[src/rtl/wtm_product_accumulator.sv]
`default_nettype none
// ============================================================================
// Module   : wtm_product_accumulator
// Brief    : Sums a programmed number of signed multiplier products into a
//            guard-extended accumulator; returns one saturated result per job.
// Revision : 1.0 - initial release
// ============================================================================
module wtm_product_accumulator #(
    parameter int PW = 64,
    parameter int LW = 8
) (
    input  logic          clk,
    input  logic          rst,
    input  logic          start,
    input  logic [LW-1:0] len,
    input  logic          p_valid,
    input  logic [PW-1:0] p_data,
    output logic          p_ready,
    output logic [PW-1:0] acc_out,
    output logic          ovf,
    output logic          done,
    output logic          busy
);

    localparam int            c_AW      = PW + LW;
    localparam logic [PW-1:0] c_MAX_POS = {1'b0, {(PW-1){1'b1}}};
    localparam logic [PW-1:0] c_MAX_NEG = {1'b1, {(PW-1){1'b0}}};

    typedef enum logic [1:0] {
        S_IDLE = 2'd0,
        S_ACC  = 2'd1,
        S_FIN  = 2'd2
    } state_t;

    state_t          r_state;
    state_t          w_state_nxt;
    logic [c_AW-1:0] r_acc;
    logic [LW-1:0]   r_cnt;
    logic [PW-1:0]   r_acc_out;
    logic            r_ovf;
    logic            r_done;

    logic            w_accept;
    logic [LW:0]     w_hi;
    logic            w_in_range;
    logic [PW-1:0]   w_sat;

    assign w_accept = (r_state == S_ACC) && p_valid;

    // The value fits in PW bits exactly when all guard bits match the PW sign bit.
    assign w_hi       = r_acc[c_AW-1:PW-1];
    assign w_in_range = (&w_hi) | ~(|w_hi);
    assign w_sat      = w_in_range ? r_acc[PW-1:0]
                                   : (r_acc[c_AW-1] ? c_MAX_NEG : c_MAX_POS);

    always_comb begin
        w_state_nxt = r_state;
        case (r_state)
            S_IDLE:  if (start) w_state_nxt = (len == '0) ? S_FIN : S_ACC;
            S_ACC:   if (w_accept && (r_cnt == LW'(1))) w_state_nxt = S_FIN;
            S_FIN:   w_state_nxt = S_IDLE;
            default: w_state_nxt = S_IDLE;
        endcase
    end

    always_ff @(posedge clk or negedge rst) begin
        if (!rst) begin
            r_state   <= S_IDLE;
            r_acc     <= '0;
            r_cnt     <= '0;
            r_acc_out <= '0;
            r_ovf     <= 1'b0;
            r_done    <= 1'b0;
        end else begin
            r_state <= w_state_nxt;
            r_done  <= 1'b0;
            case (r_state)
                S_IDLE: begin
                    if (start) begin
                        r_acc <= '0;
                        r_cnt <= len;
                    end
                end
                S_ACC: begin
                    if (w_accept) begin
                        r_acc <= r_acc + {{LW{p_data[PW-1]}}, p_data};
                        r_cnt <= r_cnt - LW'(1);
                    end
                end
                S_FIN: begin
                    r_acc_out <= w_sat;
                    r_ovf     <= ~w_in_range;
                    r_done    <= 1'b1;
                end
                default: ;
            endcase
        end
    end

    assign p_ready = (r_state == S_ACC);
    assign busy    = (r_state != S_IDLE);
    assign acc_out = r_acc_out;
    assign ovf     = r_ovf;
    assign done    = r_done;

endmodule
`default_nettype wire

[config.mk]
export PLATFORM = sky130hd
export DESIGN_NAME = wtm_product_accumulator
export DESIGN_NICKNAME = d
export VERILOG_FILES = /design/src/rtl/wtm_product_accumulator.sv
export SDC_FILE = /design/constraint.sdc
export NUM_CORES = 1
export LEC_CHECK = 0
export BUFFER_PORTS_ARGS = -buffer_cell sky130_fd_sc_hd__buf_4
export CELL_PAD_IN_SITES_DETAIL_PLACEMENT = 1
export CELL_PAD_IN_SITES_GLOBAL_PLACEMENT = 1
export CORE_ASPECT_RATIO = 0.5
export CORE_MARGIN = 8
export CORE_UTILIZATION = 47
export DETAILED_ROUTE_END_ITERATION = 7
export PLACE_DENSITY = 0.95
export SLEW_MARGIN = 20
export SYNTH_ARGS = -nofsm -noshare
export SYNTH_HDL_FRONTEND = slang
export SYNTH_SLANG_ARGS = --single-unit
export TNS_END_PERCENT = 20
[constraint.sdc]
create_clock -name clk -period 9.7 [get_ports clk]
set_input_delay 2.91 -clock clk [delete_from_list [all_inputs] [get_ports clk]]
set_output_delay 2.91 -clock clk [all_outputs]
set_load 0.01 [all_outputs]
==> flow_metrics.env <==
export IMPL_cts_resized=0
export IMPL_finalInstanceArea_um2=12000
export IMPL_area_growth_pct=18.4
export IMPL_setup_viol_count_final=0
export IMPL_die_area_um2=26800
export IMPL_crit_path_max_incr_delay_ns=0.69
export IMPL_gp_congestion=0.938
export IMPL_stdcell_count=1642
export IMPL_required_ns=10.00
export IMPL_slew_viol_final=0
export IMPL_path_class="in2reg"
export IMPL_status="complete, no violations"
export IMPL_rows=38
export IMPL_syn_area_um2=10100
export IMPL_synth_edf_count=0
export IMPL_synth_seq_cells=148
export IMPL_final_nets=1499
export IMPL_place_inst=1609
export IMPL_grt_overflow_total=0
export IMPL_max_slew_margin=0.296
export IMPL_post_route_min_period_ns=6.13
export IMPL_vias=10200
export IMPL_drc=0
export IMPL_synth_main_ff_cell="dfrtp_1"
export IMPL_syn_avg_cell_area_um2=8.07
export IMPL_n_antenna_cell=0
export IMPL_cpMostUsedCell="o21ai_0"
export IMPL_avgRoutedWirePerCell_um=21.4
export IMPL_cts_buffers_inserted=17
export IMPL_grt_max_degree=106
export IMPL_final_util=0.561
export IMPL_rsz0062_at_grt="no"
export IMPL_io_buffers=143
export IMPL_preCtsSetupSlack_ns=3.26
export IMPL_crit_buf_inv=1
export IMPL_die_width_um=224
export IMPL_ctsLongestPathBuffers=2
export IMPL_power_density_nw_per_um2=344
export IMPL_grt_pass1_wl_um=57900
export IMPL_io_pins=144
export IMPL_first_global_vias=11000
export IMPL_final_common_cell="a21oi_1"
export IMPL_hold_viol=0
export IMPL_h_tree_depth=4
export IMPL_clock_skew_ns=0.0120
export IMPL_crit_chain="buf_4, ha_1, fa_1, a211oi_1, nor3_1, o21ai_0, nand2b_1, a211oi_2, o221ai_1, a221o_1, a21oi_1, xor2_1, o21ai_0"
export IMPL_hold_path_class="reg2reg"
export IMPL_core_area_um2=21400
export IMPL_fin_ws_ns=3.57
export IMPL_period_share=0.632
export IMPL_cp_top_family="compound AO/OA/AOI/OAI gates"
export IMPL_worstMarginPinSlew_ns=1.06
export IMPL_post_cts_setup_buffer_count=0
export IMPL_synth_area_leaders="dfrtp_1 (37%), a21oi_1 (11%), ha_1 (9.0%)"
export IMPL_yosys_cell_types_count=57
export IMPL_crit_path_end_kind="flip-flop"
export IMPL_first_pass_iters=5
export IMPL_timing_setup_tns_ns=0
export IMPL_holdWs_ns=0.507
export IMPL_yosysWarningCount=0
export IMPL_final_cell_mix="a21oi_1 (217), buf_4 (149), dfrtp_1 (148)"
export IMPL_synth_cells=1257
export IMPL_timing_fmax_ghz=0.163
export IMPL_antenna_found_initial=0
export IMPL_crit_path_start_kind="input port"
export IMPL_cp_arrival_ns=6.43
export IMPL_finalWirelength_um=35100
export IMPL_ys_seq_area_frac=0.365
export IMPL_start_util=0.474
export IMPL_worstSkewPairLatency_ns=0.45
export IMPL_peakVddDrop_mv=0.154
export IMPL_netlist_area_leader_share=0.365
export IMPL_clkSinkCount=148
export IMPL_leakage_nw=5.43
export IMPL_drive_gt1_frac=0.143
export IMPL_chipHeight_um=120
export IMPL_fin_total_pwr_mw=4.13
export IMPL_grt_use_total=0.262
export IMPL_root_buffer="clkbuf_16"
export IMPL_syn_nets=1407
export IMPL_cp_max_fo=6
export IMPL_final_antenna_net_count=0
export IMPL_async_reset_ff_frac=1.00
export IMPL_drv_cap=0
export IMPL_avgViaCountPerCell=6.21
export IMPL_drt_iter0_drc=704
export IMPL_placed_area_um2=11400
export IMPL_clkTransAtPathRegs_ns=0.07
export IMPL_hpwl_um=24800
export IMPL_crit_slowest_cell="a211oi_2"
export IMPL_yosysTopAreaCell="dfrtp_1"
export IMPL_cts_tree="yes"
export IMPL_hold_buffers=0
[state kept, by name, indices dropped and copies added (netlist names)]
name	cells
acc_out	64
ovf	1
r_cnt	8
done	1
r_acc	72
r_state	2
[cells in the mapped netlist (5+ instances only)]
cell type and n:
or3_1 5, nand4_1 28, nor2_1 122, and2_1 5, a31oi_1 6, nor2b_1 8, nand2b_1 12, a21oi_1 218
and3_1 8, a21o_1 32, nor4_1 5, nand2_1 142, o31ai_1 10, nand3_1 21, xnor2_1 33, clkbuf_1 74
o21a_1 7, or4_1 7, nor3_1 25, o21ai_0 123, xor2_1 30, inv_1 27, ha_1 73, a211oi_1 7
dfrtp_1 148, o21bai_1 17
[layer usage]
metal | part of all wire | GRT usage | vias up
li1 | - | - | 4702
met1 | 0.45 | 0.339 | 5117
met2 | 0.48 | 0.437 | 303
met3 | 0.051 | 0.0538 | 77
met4 | 0.024 | 0.0880 | 0
met5 | 0 | 0 | -
[cell type report]
cell class / instances / area (um2)
Timing Repair Buffer: 151 / 1160
Tap cell: 280 / 350
Clock buffer: 19 / 443
Sequential cell: 148 / 3700
Multi-Input combinational cell: 1004 / 6080
Clock inverter: 13 / 175
Fill cell: 2571 / 9390
Inverter: 27 / 101
[worst register-to-register path: stages (launching register included)]
cell and delay [ns]:
dfrtp_1 0.41, ha_1 0.23, fa_1 0.45, a211oi_1 0.35, nor3_1 0.14, o21ai_0 0.19, nand2b_1 0.16, a211oi_2 0.69
o221ai_1 0.34, a221o_1 0.41, a21oi_1 0.19, xor2_1 0.17, o21ai_0 0.09
[where the power goes]
group / switching (mW) / internal (mW) / total, mW
Combinational: 1.46 / 0.874 / 2.34
Sequential: 0.206 / 0.874 / 1.08
Clock: 0.300 / 0.416 / 0.716
Total: 1.97 / 2.16 / 4.13
[worst paths after layout]
check                            from  slack (ns)     endpoint  depth (start not counted)
max reg2reg                  r_acc[0]        5.73    r_acc[40]                         12
max                         p_data[0]        3.57    r_acc[40]                         13
min                        r_state[1]        0.51   r_state[1]                          1
max in group asynchronous         rst        5.97    r_acc[27]                          3
min reg2reg                r_state[1]        0.51   r_state[1]                          1
min in group asynchronous         rst        2.39  acc_out[37]                          1
[cells by family after synthesis]
group | share of synthesized area
AO/OA/AOI/OAI | 0.274
AND/OR/NAND/NOR | 0.172
flip-flops | 0.365
buffers and inverters | 0.0399
adder cells (fa/ha/maj) | 0.0920
XOR/XNOR | 0.0544
multiplexers | 0.00210
Note: power is estimated with default switching activity, not from simulation.
